===== src/rtl/pkt_buf_pkg.sv =====
// Shared definitions for the packet cell buffer ingress path.
// Contents:
//   CELL_NUM / CELL_BEATS / BEAT_BYTES / CELL_BYTES / LEN_WIDTH : default geometry
//   CELL_ID_W  : cell id width for the default geometry
//   wr_state_t : cell writer FSM states
//   cell_desc_t: descriptor {cell_id, len} handed to the queue stage
package pkt_buf_pkg;

    localparam int unsigned CELL_NUM   = 64;
    localparam int unsigned CELL_BEATS = 24;
    localparam int unsigned BEAT_BYTES = 64;
    localparam int unsigned CELL_BYTES = CELL_BEATS * BEAT_BYTES;
    localparam int unsigned LEN_WIDTH  = 16;
    localparam int unsigned CELL_ID_W  = $clog2(CELL_NUM);

    typedef enum logic [2:0] {
        IDLE,
        ALLOC,
        WRITE,
        DESC,
        DROP,
        FREE
    } wr_state_t;

    typedef struct packed {
        logic [CELL_ID_W-1:0] cell_id;
        logic [LEN_WIDTH-1:0] len;
    } cell_desc_t;

endpackage


===== src/rtl/pkt_cell_writer_if.sv =====
// AXI-Stream packet ingress bundle.
// Signals:
//   tdata  : beat data
//   tkeep  : byte enables, contiguous from bit 0
//   tvalid : beat valid (source)
//   tready : beat accept (sink)
//   tlast  : last beat of packet
// Modports: master = stream source, slave = stream sink.
interface pkt_cell_writer_if #(
    parameter int DATA_WIDTH = 512,
    parameter int KEEP_WIDTH = DATA_WIDTH / 8
);

    logic [DATA_WIDTH-1:0] tdata;
    logic [KEEP_WIDTH-1:0] tkeep;
    logic                  tvalid;
    logic                  tready;
    logic                  tlast;

    modport master (
        output tdata,
        output tkeep,
        output tvalid,
        output tlast,
        input  tready
    );

    modport slave (
        input  tdata,
        input  tkeep,
        input  tvalid,
        input  tlast,
        output tready
    );

endinterface


===== src/rtl/pkt_cell_writer_keep_popcount.sv =====
// Combinational byte count of a tkeep vector.
// Ports:
//   keep  : byte enables
//   count : number of set bits in keep
module keep_popcount #(
    parameter int KEEP_WIDTH  = 64,
    parameter int COUNT_WIDTH = 16
) (
    input  logic [KEEP_WIDTH-1:0]  keep,
    output logic [COUNT_WIDTH-1:0] count
);

    always_comb begin
        count = '0;
        for (int unsigned i = 0; i < KEEP_WIDTH; i++) begin
            count = count + COUNT_WIDTH'(keep[i]);
        end
    end

endmodule


===== src/rtl/pkt_cell_writer.sv =====
// Ingress cell writer: requests one cell per AXI-Stream packet from the
// allocator, writes the packet beats into cell memory, then emits a
// {cell id, byte length} descriptor. A packet is dropped when allocation
// fails; a packet longer than one cell is dropped and its cell returned
// through the free port.
// Ports:
//   clk, rst             : clock, synchronous active-high reset
//   s_axis               : packet stream in (slave modport)
//   alloc_mem_*          : one-cycle cell request / same-cycle grant
//   free_mem_*, free_cell_id : cell return, held until free_mem_ready
//   mem_wr_*             : registered cell memory write port, addr = {cell, beat}
//   m_desc_*             : descriptor out, held until m_desc_ready
//   drop_count           : saturating dropped-packet counter
module pkt_cell_writer #(
    parameter int DATA_WIDTH    = 512,
    parameter int KEEP_WIDTH    = DATA_WIDTH / 8,
    parameter int LEN_WIDTH     = pkt_buf_pkg::LEN_WIDTH,
    parameter int CELL_NUM      = pkt_buf_pkg::CELL_NUM,
    parameter int CELL_ID_WIDTH = $clog2(CELL_NUM),
    parameter int CELL_BEATS    = pkt_buf_pkg::CELL_BEATS,
    parameter int BEAT_WIDTH    = $clog2(CELL_BEATS)
) (
    input  logic                            clk,
    input  logic                            rst,

    pkt_cell_writer_if.slave                s_axis,

    output logic                            alloc_mem_req,
    output logic [LEN_WIDTH-1:0]            alloc_mem_size,
    input  logic [CELL_ID_WIDTH-1:0]        alloc_cell_id,
    input  logic                            alloc_mem_success,

    output logic                            free_mem_req,
    input  logic                            free_mem_ready,
    output logic [LEN_WIDTH-1:0]            free_mem_size,
    output logic [CELL_ID_WIDTH-1:0]        free_cell_id,

    output logic                            mem_wr_en,
    output logic [CELL_ID_WIDTH+BEAT_WIDTH-1:0] mem_wr_addr,
    output logic [DATA_WIDTH-1:0]           mem_wr_data,
    output logic [KEEP_WIDTH-1:0]           mem_wr_strb,

    output logic                            m_desc_valid,
    input  logic                            m_desc_ready,
    output logic [CELL_ID_WIDTH-1:0]        m_desc_cell_id,
    output logic [LEN_WIDTH-1:0]            m_desc_len,

    output logic [31:0]                     drop_count
);

    import pkt_buf_pkg::*;

    localparam logic [LEN_WIDTH-1:0] CELL_SIZE = LEN_WIDTH'(CELL_BEATS * KEEP_WIDTH);

    // A full cell's byte count must fit in the length field.
    if (CELL_BEATS * KEEP_WIDTH >= (1 << LEN_WIDTH)) begin : g_len_check
        $error("pkt_cell_writer: CELL_BEATS*KEEP_WIDTH does not fit in LEN_WIDTH");
    end
    if (CELL_ID_WIDTH < $clog2(CELL_NUM)) begin : g_id_check
        $error("pkt_cell_writer: CELL_ID_WIDTH too narrow for CELL_NUM");
    end
    if ((1 << BEAT_WIDTH) < CELL_BEATS) begin : g_beat_check
        $error("pkt_cell_writer: BEAT_WIDTH too narrow for CELL_BEATS");
    end

    wr_state_t state;
    wr_state_t state_next;

    logic [CELL_ID_WIDTH-1:0] cell_q;
    logic [BEAT_WIDTH-1:0]    beat_q;
    logic [LEN_WIDTH-1:0]     len_q;
    logic                     held_q;      // cell owned while draining an overflowed packet
    logic [LEN_WIDTH-1:0]     keep_bytes;

    logic beat_fire;
    logic last_slot;
    logic overflow;
    logic drop_inc;

    keep_popcount #(
        .KEEP_WIDTH  (KEEP_WIDTH),
        .COUNT_WIDTH (LEN_WIDTH)
    ) u_keep_popcount (
        .keep  (s_axis.tkeep),
        .count (keep_bytes)
    );

    assign s_axis.tready = (state == WRITE) || (state == DROP);
    assign beat_fire     = s_axis.tvalid && s_axis.tready;
    assign last_slot     = (beat_q == BEAT_WIDTH'(CELL_BEATS - 1));
    // Final cell slot consumed but the packet continues.
    assign overflow      = (state == WRITE) && beat_fire && !s_axis.tlast && last_slot;
    assign drop_inc      = ((state == ALLOC) && !alloc_mem_success) || overflow;

    assign alloc_mem_req  = (state == ALLOC);
    assign alloc_mem_size = (state == ALLOC) ? CELL_SIZE : '0;

    assign free_mem_req   = (state == FREE);
    assign free_mem_size  = (state == FREE) ? CELL_SIZE : '0;
    assign free_cell_id   = (state == FREE) ? cell_q : '0;

    assign m_desc_valid   = (state == DESC);
    assign m_desc_cell_id = (state == DESC) ? cell_q : '0;
    assign m_desc_len     = (state == DESC) ? len_q  : '0;

    always_ff @(posedge clk) begin
        if (rst) begin
            state <= IDLE;
        end else begin
            state <= state_next;
        end
    end

    always_comb begin
        state_next = state;
        case (state)
            IDLE: begin
                if (s_axis.tvalid) begin
                    state_next = ALLOC;
                end
            end
            ALLOC: begin
                state_next = alloc_mem_success ? WRITE : DROP;
            end
            WRITE: begin
                if (beat_fire) begin
                    if (s_axis.tlast) begin
                        state_next = DESC;
                    end else if (last_slot) begin
                        state_next = DROP;
                    end
                end
            end
            DESC: begin
                if (m_desc_ready) begin
                    state_next = IDLE;
                end
            end
            DROP: begin
                if (beat_fire && s_axis.tlast) begin
                    state_next = held_q ? FREE : IDLE;
                end
            end
            FREE: begin
                if (free_mem_ready) begin
                    state_next = IDLE;
                end
            end
            default: begin
                state_next = IDLE;
            end
        endcase
    end

    always_ff @(posedge clk) begin
        if (rst) begin
            cell_q      <= '0;
            beat_q      <= '0;
            len_q       <= '0;
            held_q      <= 1'b0;
            drop_count  <= '0;
            mem_wr_en   <= 1'b0;
            mem_wr_addr <= '0;
            mem_wr_data <= '0;
            mem_wr_strb <= '0;
        end else begin
            mem_wr_en <= 1'b0;

            if ((state == ALLOC) && alloc_mem_success) begin
                cell_q <= alloc_cell_id;
                beat_q <= '0;
                len_q  <= '0;
            end

            if ((state == WRITE) && beat_fire) begin
                mem_wr_en   <= 1'b1;
                mem_wr_addr <= {cell_q, beat_q};
                mem_wr_data <= s_axis.tdata;
                mem_wr_strb <= s_axis.tkeep;
                beat_q      <= beat_q + 1'b1;
                len_q       <= len_q + keep_bytes;
            end

            if (overflow) begin
                held_q <= 1'b1;
            end else if ((state == FREE) && free_mem_ready) begin
                held_q <= 1'b0;
            end

            if (drop_inc && (drop_count != '1)) begin
                drop_count <= drop_count + 32'd1;
            end
        end
    end

endmodule


===== src/flat_wrapper.sv =====
// flat-port wrapper written by rule: the top's interface ports become plain ports
module pkt_cell_writer_flat import pkt_buf_pkg::*;
#(
    parameter int DATA_WIDTH    = 512,
    parameter int KEEP_WIDTH    = DATA_WIDTH / 8,
    parameter int LEN_WIDTH     = pkt_buf_pkg::LEN_WIDTH,
    parameter int CELL_NUM      = pkt_buf_pkg::CELL_NUM,
    parameter int CELL_ID_WIDTH = $clog2(CELL_NUM),
    parameter int CELL_BEATS    = pkt_buf_pkg::CELL_BEATS,
    parameter int BEAT_WIDTH    = $clog2(CELL_BEATS)
)
  (clk, rst, alloc_mem_req, alloc_mem_size, alloc_cell_id, alloc_mem_success, free_mem_req, free_mem_ready, free_mem_size, free_cell_id, mem_wr_en, mem_wr_addr, mem_wr_data, mem_wr_strb, m_desc_valid, m_desc_ready, m_desc_cell_id, m_desc_len, drop_count, s_axis_tdata, s_axis_tkeep, s_axis_tvalid, s_axis_tlast, s_axis_tready);
  pkt_cell_writer_if #(.DATA_WIDTH(DATA_WIDTH), .KEEP_WIDTH(KEEP_WIDTH)) s_axis_i ();
  input  logic clk;
  input  logic rst;
  output logic alloc_mem_req;
  output logic [LEN_WIDTH-1:0] alloc_mem_size;
  input  logic [CELL_ID_WIDTH-1:0] alloc_cell_id;
  input  logic alloc_mem_success;
  output logic free_mem_req;
  input  logic free_mem_ready;
  output logic [LEN_WIDTH-1:0] free_mem_size;
  output logic [CELL_ID_WIDTH-1:0] free_cell_id;
  output logic mem_wr_en;
  output logic [CELL_ID_WIDTH+BEAT_WIDTH-1:0] mem_wr_addr;
  output logic [DATA_WIDTH-1:0] mem_wr_data;
  output logic [KEEP_WIDTH-1:0] mem_wr_strb;
  output logic m_desc_valid;
  input  logic m_desc_ready;
  output logic [CELL_ID_WIDTH-1:0] m_desc_cell_id;
  output logic [LEN_WIDTH-1:0] m_desc_len;
  output logic [31:0] drop_count;
  input wire logic [$bits(s_axis_i.tdata)-1:0] s_axis_tdata;
  input wire logic [$bits(s_axis_i.tkeep)-1:0] s_axis_tkeep;
  input wire logic [$bits(s_axis_i.tvalid)-1:0] s_axis_tvalid;
  input wire logic [$bits(s_axis_i.tlast)-1:0] s_axis_tlast;
  output wire logic [$bits(s_axis_i.tready)-1:0] s_axis_tready;
  assign s_axis_i.tdata = s_axis_tdata;
  assign s_axis_i.tkeep = s_axis_tkeep;
  assign s_axis_i.tvalid = s_axis_tvalid;
  assign s_axis_i.tlast = s_axis_tlast;
  assign s_axis_tready = s_axis_i.tready;
  pkt_cell_writer #(.DATA_WIDTH(DATA_WIDTH), .KEEP_WIDTH(KEEP_WIDTH), .LEN_WIDTH(LEN_WIDTH), .CELL_NUM(CELL_NUM), .CELL_ID_WIDTH(CELL_ID_WIDTH), .CELL_BEATS(CELL_BEATS), .BEAT_WIDTH(BEAT_WIDTH)) u_core (.clk(clk), .rst(rst), .s_axis(s_axis_i), .alloc_mem_req(alloc_mem_req), .alloc_mem_size(alloc_mem_size), .alloc_cell_id(alloc_cell_id), .alloc_mem_success(alloc_mem_success), .free_mem_req(free_mem_req), .free_mem_ready(free_mem_ready), .free_mem_size(free_mem_size), .free_cell_id(free_cell_id), .mem_wr_en(mem_wr_en), .mem_wr_addr(mem_wr_addr), .mem_wr_data(mem_wr_data), .mem_wr_strb(mem_wr_strb), .m_desc_valid(m_desc_valid), .m_desc_ready(m_desc_ready), .m_desc_cell_id(m_desc_cell_id), .m_desc_len(m_desc_len), .drop_count(drop_count));
endmodule

===== config.mk =====
export PLATFORM = sky130hd
export DESIGN_NAME = pkt_cell_writer_flat
export DESIGN_NICKNAME = d
export VERILOG_FILES = /design/src/rtl/pkt_buf_pkg.sv /design/src/rtl/pkt_cell_writer_if.sv /design/src/rtl/pkt_cell_writer_keep_popcount.sv /design/src/rtl/pkt_cell_writer.sv /design/src/flat_wrapper.sv
export SDC_FILE = /design/constraint.sdc
export NUM_CORES = 1
export LEC_CHECK = 0
export ABC_AREA = 1
export CORE_AREA = 4 4 488 490
export DETAILED_ROUTE_END_ITERATION = 16
export DIE_AREA = 0 0 492 494
export PLACE_DENSITY = 0.3
export SYNTH_ARGS = -nofsm -noshare
export SYNTH_HDL_FRONTEND = slang
export SYNTH_HIERARCHICAL = 1
export SYNTH_SLANG_ARGS = --single-unit
export TNS_END_PERCENT = 30

===== constraint.sdc =====
create_clock -name clk -period 13.2 [get_ports clk]
set_input_delay 1.98 -clock clk [delete_from_list [all_inputs] [get_ports clk]]
set_output_delay 1.98 -clock clk [all_outputs]
set_load 0.05 [all_outputs]

==> impl_metrics.toml <==
[status]
outcome = "complete, no violations"

[route]
post_drt_via_cell_ratio = 3.54
post-route-drc-count = 0
drtPass1Iterations = 5
ant_nets = 0
wl_per_cell_um = 25.2
drt_iter0_markers = 1385
wirelength_um = 198000
route.vias.total = 27832

[place]
gp_weighted_congestion = 0.818
dpl-instance-area_mm2 = 0.0418
dp_slack_ps = 3950
dp_hpwl_um = 157000
place.port_buffers = 1244

[critical_path]
timing.critical_path.required_ps = 13780
critical_path.startpoint_type = "input pin"
path_max_fanout = 5
critPathSlowestCell = "sky130_fd_sc_hd__fa_1"
ff2ff_setup_slack_ps = 9030
setup.worst_path.end_class = "register"
worst-r2r-cell-count = 9
critical_path.most_common_cell = "sky130_fd_sc_hd__fa_1"
path_class = "in2reg"
worst_path_largest_cell_delay_ps = 800
r2r_start = "u_core/state[1]$_SDFFE_PP0P_"
worstPathArrival_ps = 9070
r2r_end = "u_core/mem_wr_data[222]$_SDFFE_PP0P_"
critical_path.cell_chain = "clkdlybuf4s50_1, inv_1, fa_1, fa_1, fa_1, fa_1, fa_1, fa_1, fa_1, fa_1, inv_1, ha_1, fa_1, nand3_1, nand2_1, xor2_1, ha_1, nand2_1, nor2_1, a21oi_1, or2_2, nand3_1, a21oi_1"

[min_path]
hold_path_depth = 2
hold_path_startpoint = "u_core/len_q[7]$_SDFFE_PP0P_"
min_path_type = "reg2reg"
min_delay_worst_endpoint = "u_core/len_q[7]$_SDFFE_PP0P_"

[floorplan]
start_util_pct = 11.2
io_pins = 1273
floorplan.die_area_mm2 = 0.243
die_height_um = 494
rows = 178
die_w_um = 492
coreArea_mm2 = 0.234

[power]
powerDensity_mw_per_mm2 = 176
vdd_drop_max_mv = 0.469
p_leak_uw = 0.0180

[sta]
slew_violations = 0
report.final.hold_viol_count = 0
final.period_utilization_pct = 64.3
timing.fmax_ghz = 0.118
tightest_slew_ps = 1300
setup_slack_ps = 4720
unrepaired_setup_endpoints_after_global_routing = "false"
slew-limit-headroom_pct = 13.3
finalClockSkew_ps = 27.3
setup_viol_count_final = 0
post-route-min-period_ps = 8480
setup_tns_ps = 0

[clocking]
ctsLongestPathBuffers = 3
clock_tree_from_tritoncts = "built"
sink_count = 651
cts_htree_levels = 3
cts_buffers = 96
clock_pin_transition_on_the_worst_setup_and_hold_timing_paths_ps = 60
cts_setup_buffers = 0
clockRootBuffer = "sky130_fd_sc_hd__clkbuf_16"
worst_skew_pair.late_latency_ps = 730
cts_hold_buffers = 0
cts_resized = 0

[yosys]
synth.area.top_cells = "sky130_fd_sc_hd__dfxtp_1 50%, sky130_fd_sc_hd__nor2_1 18%, sky130_fd_sc_hd__o21ai_0 12%"
number_of_synthesized_register_bits = 651
yosys.cell_types.count = 36
proportion_of_synthesized_chip_area_in_sequential_cells_pct = 49.6
synth.largest_area_cell = "sky130_fd_sc_hd__dfxtp_1"
syn-instance-count = 3489
post_synth.cell_area_avg_um2 = 7.54
synth_top_cell_area_share_pct = 49.6
yosys_warnings = 6
synth.cell_area_mm2 = 0.0263

[cells_and_area]
mostFrequentLayoutCells = "1,248 x sky130_fd_sc_hd__nor2_1, 1,243 x sky130_fd_sc_hd__clkdlybuf4s50_1, 651 x sky130_fd_sc_hd__dfxtp_1"
final_layout_size_suffix_gt1_share_pct = 4.10
final_nets = 5308
layout-area-overhead-vs-synth_pct = 71.9
fillCellCount = 26179
layout.cells.most_common = "sky130_fd_sc_hd__nor2_1"
finalInstanceArea_mm2 = 0.0452

[global_route]
globalRouteOverflowTotal = 0
grt_start_max_net_pins = 183
antenna_found_initial = 64
number_of_global_route_vias_before_repair = 28123
wire_length_of_the_first_global_routing_pass_um = 261000
grt_usage_pct = 15.6

[flow_run]
cap_violations = 0
synth_stat cells:
master                     number
sky130_fd_sc_hd__xnor2_1        3
sky130_fd_sc_hd__nor3b_1        2
sky130_fd_sc_hd__conb_1         2
sky130_fd_sc_hd__inv_4          1
sky130_fd_sc_hd__buf_2         36
sky130_fd_sc_hd__inv_2          5
sky130_fd_sc_hd__o211ai_1       1
sky130_fd_sc_hd__inv_1        186
sky130_fd_sc_hd__nand4_1        4
sky130_fd_sc_hd__nor2_1      1248
sky130_fd_sc_hd__a21oi_1       80
sky130_fd_sc_hd__nand2_2        3
sky130_fd_sc_hd__clkbuf_1     170
sky130_fd_sc_hd__nor3_1        18
sky130_fd_sc_hd__nand3b_1       7
sky130_fd_sc_hd__nand2_4        1
sky130_fd_sc_hd__fa_1          55
sky130_fd_sc_hd__nand3b_2       1
sky130_fd_sc_hd__o21ai_0      610
sky130_fd_sc_hd__and2_1         1
sky130_fd_sc_hd__a32o_1         2
sky130_fd_sc_hd__nor2_4         2
sky130_fd_sc_hd__buf_4         45
sky130_fd_sc_hd__o21a_1         3
sky130_fd_sc_hd__buf_6          3
sky130_fd_sc_hd__nand3_1       49
sky130_fd_sc_hd__xor2_1        17
sky130_fd_sc_hd__dfxtp_1      651
sky130_fd_sc_hd__nor3_4         1
sky130_fd_sc_hd__nand2_1      243
sky130_fd_sc_hd__ha_1          32
sky130_fd_sc_hd__nor2_2         1
sky130_fd_sc_hd__o221ai_1       1
sky130_fd_sc_hd__nand3_2        1
sky130_fd_sc_hd__o31ai_1        1
sky130_fd_sc_hd__or2_2          3
power breakdown:
group / leakage, µW / switching [µW] / internal [µW]
registers: 0.00525 / 36.5 / 2030
logic: 0.0111 / 1900 / 1190
clock network: 0.00163 / 1100 / 1670
flip-flops by register name, indices dropped and copies added (netlist names):
register / count
u_core/mem_wr_data: 512
u_core/mem_wr_strb: 64
u_core/drop_count: 32
u_core/len_q: 16
u_core/mem_wr_addr: 11
u_core/cell_q: 6
u_core/beat_q: 5
u_core/state: 3
u_core/held_q: 1
u_core/mem_wr_en: 1
metrics by stage:
step	hold WS, ps	instances	total power (µW)	utilization, %
floorplan	459	3524	4300	-
global placement	482	7684	5270	17.9
detailed placement	484	7684	5210	17.9
CTS	499	7856	8100	19.3
global route	525	7856	8560	19.3
finish	495	7873	7940	19.3
area by class of cell:
class	instances	area (µm²)	share of cell area [%]
sequential	651	13000	28.8
timing repair buffer	1264	12600	28.0
multi-input combinational	2427	11500	25.4
tap	3150	3940	8.72
clock buffer	135	2750	6.08
inverter	192	738	1.63
clock inverter	37	576	1.27
antenna	17	42.5	0.0941
worst max-delay path by stage:
stage                                 from                            end  slack [ps]  cells past startpoint
after floorplan           s_axis_tkeep[35]   u_core/len_q[8]$_SDFFE_PP0P_        5060                     25
after global placement     s_axis_tkeep[0]   u_core/len_q[8]$_SDFFE_PP0P_        3960                     23
after detailed placement   s_axis_tkeep[0]   u_core/len_q[8]$_SDFFE_PP0P_        3950                     23
after CTS                  s_axis_tkeep[0]   u_core/len_q[8]$_SDFFE_PP0P_        4780                     23
after global routing       s_axis_tkeep[0]  u_core/len_q[14]$_SDFFE_PP0P_        4460                     27
final                      s_axis_tkeep[0]   u_core/len_q[8]$_SDFFE_PP0P_        4720                     23
cell families after synthesis:
logic type / Yosys count / share of synthesized area, %
flip-flops: 651 / 49.6
buffers and inverters: 446 / 7.28
adder cells (fa/ha/maj): 87 / 5.71
AND/OR/NAND/NOR: 1585 / 23.4
AO/OA/AOI/OAI: 698 / 13.4
XOR/XNOR: 20 / 0.666
other: 2 / 0.0286
layer usage:
layer / GRT usage (%) / part of all wire, %
met2: 26.3 / 47
met1: 18.9 / 42
met3: 6.33 / 9.1
met4: 2.37 / 1.6
met5: 0 / 0.11
worst max-delay path: cells and delay by family:
family,cells,cell delay (ps)
xor+xnor,1,170
compound gates,2,210
fa+ha+maj,11,5280
simple gates,6,820
buf+inv,3,590
Note: power is estimated with default switching activity, not from simulation.
